--- src/rtl/ex_runmask_gen_pkg.sv ---
// Shared widths, FSM encoding and request record for the run-mask generator.
// Latency: n/a (definitions only).
// Backpressure: n/a.
package ex_runmask_gen_pkg;

  localparam int DATA_W = 32;
  localparam int CNT_W  = 6;
  localparam int BYTE_W = 8;
  // Per-byte run length spans 0..8, so it needs one bit more than a byte index.
  localparam int RUN_W  = 4;

  typedef enum logic [1:0] {
    IDLE  = 2'd0,
    BUILD = 2'd1,
    DONE  = 2'd2
  } state_t;

  // Operands latched at accept; n is already clamped to 0..32.
  typedef struct packed {
    logic              bit_val;
    logic [CNT_W-1:0]  n;
    logic [DATA_W-1:0] fill;
  } req_t;

  // Requested counts above the word width saturate to a full-word run.
  function automatic logic [CNT_W-1:0] clamp_count(input logic [CNT_W-1:0] c);
    return (c > CNT_W'(DATA_W)) ? CNT_W'(DATA_W) : c;
  endfunction

endpackage

--- src/rtl/ex_runmask_byte.sv ---
// Builds one result byte: local leading run, optional terminator, fill for the rest.
// Latency: combinational.
// Backpressure: none (pure function of its inputs).
module ex_runmask_byte
  import ex_runmask_gen_pkg::*;
(
  input  logic              bit_val,
  input  logic [RUN_W-1:0]  run,
  input  logic              term,
  input  logic [BYTE_W-1:0] fill_byte,
  output logic [BYTE_W-1:0] byte_out
);

  // Bit j sits at local position 7-j counted from the byte MSB; the first
  // 'run' positions carry bit_val, the next one is the terminator if present.
  always_comb begin
    byte_out = fill_byte;
    for (int j = 0; j < BYTE_W; j++) begin
      if (RUN_W'(BYTE_W - 1 - j) < run) begin
        byte_out[j] = bit_val;
      end else if ((RUN_W'(BYTE_W - 1 - j) == run) && term) begin
        byte_out[j] = ~bit_val;
      end
    end
  end

endmodule

--- src/rtl/ex_runmask_gen.sv ---
// Generates a 32-bit word with a leading run of n copies of bit_val, a terminator, then fill.
// Latency: out_valid rises 5 cycles after the accepting edge (4 byte writes + DONE entry).
// Backpressure: result held stable in DONE until out_ready; in_ready low outside IDLE.
module ex_runmask_gen
  import ex_runmask_gen_pkg::*;
(
  input  logic              clk,
  input  logic              rst_n,
  input  logic              flush,
  input  logic              in_valid,
  output logic              in_ready,
  input  logic              bit_val,
  input  logic [CNT_W-1:0]  count,
  input  logic [DATA_W-1:0] fill,
  output logic              out_valid,
  input  logic              out_ready,
  output logic [DATA_W-1:0] result
);

  state_t            state;
  state_t            state_nxt;
  logic [1:0]        idx;
  // Set once byte 0 has been written, so DONE entry is an edge of its own.
  logic              settle;
  req_t              req;
  logic              accept;

  logic [CNT_W-1:0]  base;
  logic [CNT_W-1:0]  diff;
  logic [RUN_W-1:0]  run;
  logic              term;
  logic [BYTE_W-1:0] fill_byte;
  logic [BYTE_W-1:0] byte_out;

  assign accept = (state == IDLE) && in_valid && !flush;

  // Map the clamped word-level run onto the byte currently being built.
  // Byte idx holds word positions base..base+7 with base = (3-idx)*8.
  always_comb begin
    base      = {1'b0, ~idx, 3'b000};
    diff      = req.n - base;
    fill_byte = req.fill[{idx, 3'b000} +: BYTE_W];
    if (req.n < base) begin
      run  = '0;
      term = 1'b0;
    end else if (diff >= CNT_W'(BYTE_W)) begin
      run  = RUN_W'(BYTE_W);
      term = 1'b0;
    end else begin
      run  = diff[RUN_W-1:0];
      term = 1'b1;
    end
  end

  ex_runmask_byte u_byte (
    .bit_val   (req.bit_val),
    .run       (run),
    .term      (term),
    .fill_byte (fill_byte),
    .byte_out  (byte_out)
  );

  // State register.
  always_ff @(posedge clk or negedge rst_n) begin
    if (!rst_n) begin
      state <= IDLE;
    end else begin
      state <= state_nxt;
    end
  end

  // Next-state logic; flush overrides every other transition.
  always_comb begin
    state_nxt = state;
    if (flush) begin
      state_nxt = IDLE;
    end else begin
      case (state)
        IDLE:    if (in_valid)  state_nxt = BUILD;
        BUILD:   if (settle)    state_nxt = DONE;
        DONE:    if (out_ready) state_nxt = IDLE;
        default:                state_nxt = IDLE;
      endcase
    end
  end

  // Outputs decode the state register only, so no input reaches them combinationally.
  always_comb begin
    in_ready  = (state == IDLE);
    out_valid = (state == DONE);
  end

  // Operand capture, byte index walk and result assembly; flush keeps result intact.
  always_ff @(posedge clk or negedge rst_n) begin
    if (!rst_n) begin
      idx    <= 2'd0;
      settle <= 1'b0;
      req    <= '0;
      result <= '0;
    end else if (flush) begin
      settle <= 1'b0;
    end else if (accept) begin
      idx         <= 2'd3;
      settle      <= 1'b0;
      req.bit_val <= bit_val;
      req.n       <= clamp_count(count);
      req.fill    <= fill;
    end else if ((state == BUILD) && !settle) begin
      result[{idx, 3'b000} +: BYTE_W] <= byte_out;
      if (idx == 2'd0) begin
        settle <= 1'b1;
      end else begin
        idx <= idx - 2'd1;
      end
    end
  end

endmodule

--- config.mk ---
export PLATFORM = sky130hd
export DESIGN_NAME = ex_runmask_gen
export DESIGN_NICKNAME = d
export VERILOG_FILES = /design/src/rtl/ex_runmask_gen_pkg.sv /design/src/rtl/ex_runmask_byte.sv /design/src/rtl/ex_runmask_gen.sv
export SDC_FILE = /design/constraint.sdc
export NUM_CORES = 1
export LEC_CHECK = 0
export BUFFER_PORTS_ARGS = -buffer_cell sky130_fd_sc_hd__buf_2
export CORE_UTILIZATION = 54
export DETAILED_ROUTE_END_ITERATION = 10
export HOLD_SLACK_MARGIN = 0.15
export PLACE_DENSITY = 0.79
export SETUP_SLACK_MARGIN = 0.05
export SYNTH_ARGS = -nofsm -noshare
export SYNTH_HDL_FRONTEND = slang
export SYNTH_SLANG_ARGS = --single-unit
--- constraint.sdc ---
create_clock -name clk -period 3.2 [get_ports clk]
set_input_delay 0.32 -clock clk [delete_from_list [all_inputs] [get_ports clk]]
set_output_delay 0.32 -clock clk [all_outputs]
set_load 0.02 [all_outputs]
==> metrics.csv <==
metric,value,unit
status,"finished, final reports clean",
crit_path_start_kind,flop,
wirelength,7.91,mm
tightest_slew,777,ps
max-cap-violations,0,
finalMaxSlewViolations,0,
drc,0,
overflow,0,
ys_seq_area_frac,0.531,
final_cell_mix,"nand2_1 (121), buf_2 (77), dfrtp_1 (76)",
rsz0062_at_grt,false,
dp_slack,567,ps
row_count,29,
num_io_pins,78,
die-area,0.00697,mm^2
postCtsResizedCells,0,
port_buffers,77,
n_fill_cell,532,
synthFlopType,dfrtp_1,
critPathMaxStageDelay,490,ps
num_antenna_cells,0,
setup_viol,0,
first_global_vias,2670,
finClkSkew,14.7,ps
drive_above_1_share,0.245,
clockBufferDepth,2,
cts_tree,built,
via_per_inst,5.50,
holdWs,160,ps
clockPowerShare,0.232,
worstPathArrival,2920,ps
dr.pass1.iters,4,
clkLatencyLatePin,350,ps
ir_drop,0.548,mV
die_h,83.5,um
htreeDepth,3,
via_count,2819,
seq_area,0.00190,mm^2
path_cells,inv_1 > ha_1 > fa_1 > xor2_1 > nor2_1 > nor4b_1 > nor3_1 > a22o_1,
layout.cells.non_filler,513,
critPathSlowestCell,nor3_1,
clk_pin_slew,80,ps
grt_max_degree,51,
worstPathRequired,3480,ps
die_w,83.5,um
avgSynthCellArea,10.2,um^2
final_common_cell,nand2_1,
powerDensity,757,mW/mm^2
nets,483,
fmax,379,MHz
clkSinkCount,76,
ys_async_sr_fraction,1.00,
wl_per_cell,15.4,um
synth_area,0.00358,mm^2
period_minus_slack,2640,ps
yosys_register_bits,76,
synth_nets,405,
yosysWarningCount,0,
comb_power_share,0.373,
clockRootBuffer,clkbuf_8,
coreArea,0.00639,mm^2
grt_usage,0.247,
switching_power,1.23,mW
grt_pass1_wl,13.5,mm
relSlewSlack,0.481,
gp_congestion,0.878,
initial_core_util,0.561,
fin_ws,561,ps
area_delta_synth_final,18.3,%
tns,0,ps
synth-edff-count,0,
ant_nets,0,
drt_iter0_drc,242,
syn_inst,353,
switching_share,0.382,
cts_buffers,9,
fin_crit_sh,0.825,
synth_cell_types,46,
final-hold-violation-count,0,
power_frac_seq,0.396,
multiInputGateArea,0.00157,mm^2
post-dp-hpwl,5.56,mm
min_path_type,in2reg,
worstPathMaxFanout,7,
dp.cells,496,
p_int,1.98,mW
crit_type,reg2reg,
cp-end-kind,flop,
leakage,2.22,nW
antenna_found_initial,0,
-- state kept, by name (all words and copies together) (netlist names) --
signal / cells
req: 39
result: 32
idx: 2
state: 2
settle: 1
-- stage by stage --
stage / power (mW) / utilization / instance area, um^2
2_1_floorplan: 2.11 / - / 3580
3_3_place_gp: 2.44 / 0.632 / 4030
3_5_place_dp: 2.48 / 0.632 / 4030
4_1_cts: 3.22 / 0.664 / 4240
5_1_grt: 3.41 / 0.664 / 4240
6_report: 3.21 / 0.664 / 4240
-- Yosys cell counts, types with 6 or more instances --
| master | n | area [um^2] |
|---|---|---|
| inv_1 | 10 | 37.5 |
| a21oi_1 | 6 | 30.0 |
| nand2_1 | 121 | 454 |
| dfrtp_1 | 76 | 1900 |
| nor3_1 | 6 | 30.0 |
| ha_1 | 7 | 87.6 |
| nand3b_1 | 8 | 60.1 |
| clkbuf_1 | 12 | 45.0 |
| nor2_1 | 9 | 33.8 |
| a22o_1 | 28 | 245 |
| o21ai_0 | 14 | 70.1 |
-- path summary, 6_finish.rpt --
path	cells after the start	endpoint	slack (ps)	from
max in group asynchronous	3	req[29]	2140	rst_n
setup / recovery	8	result[18]	560	idx[0]
hold reg to reg	2	req[31]	470	req[31]
setup reg to reg	8	result[18]	560	idx[0]
hold / removal	3	req[2]	160	fill[2]
min in group asynchronous	3	result[14]	500	rst_n
-- per-layer routing --
layer / vias to the layer above / global-route usage / wire (um)
li1: 1380 / - / -
met5: - / 0 / 0
met3: 11 / 0.0455 / 356
met2: 90 / 0.364 / 3640
met1: 1338 / 0.372 / 3800
met4: 0 / 0.0847 / 107
-- what timing repair did --
item                      4_1_cts  5_1_grt
hold endpoints to repair       76        0
buffers inserted                0        0
hold buffers                    1        0
-- cell families after synthesis --
group           synth area share
buf+inv                   0.0332
fa+ha+maj                 0.0300
xor+xnor                 0.00978
flops                      0.531
simple gates               0.217
compound gates             0.125
mux                       0.0545
-- power by group through the flow --
stage	Clock (mW)	Combinational (mW)	Sequential [mW]
3_5_place_dp	0	1.19	1.29
4_1_cts	0.753	1.19	1.27
5_1_grt	0.799	1.32	1.29
2_1_floorplan	0	0.749	1.36
3_3_place_gp	0	1.16	1.28
6_report	0.743	1.20	1.27
-- area by class of cell --
cell class / instances / area share
Tap cell: 77 / 0.0227
Timing Repair Buffer: 84 / 0.104
Multi-Input combinational cell: 250 / 0.370
Clock buffer: 10 / 0.0301
Clock inverter: 6 / 0.0162
Inverter: 10 / 0.00885
Sequential cell: 76 / 0.449
-- worst max-delay path, delay by kind of cell (launching register included) --
family | cells | cell delay [ps]
flip-flops | 1 | 350
AO/OA/AOI/OAI | 1 | 200
XOR/XNOR | 1 | 380
adder cells (fa/ha/maj) | 2 | 660
AND/OR/NAND/NOR | 3 | 900
buffers and inverters | 1 | 90
No activity file was read; power rests on OpenSTA's default activity.
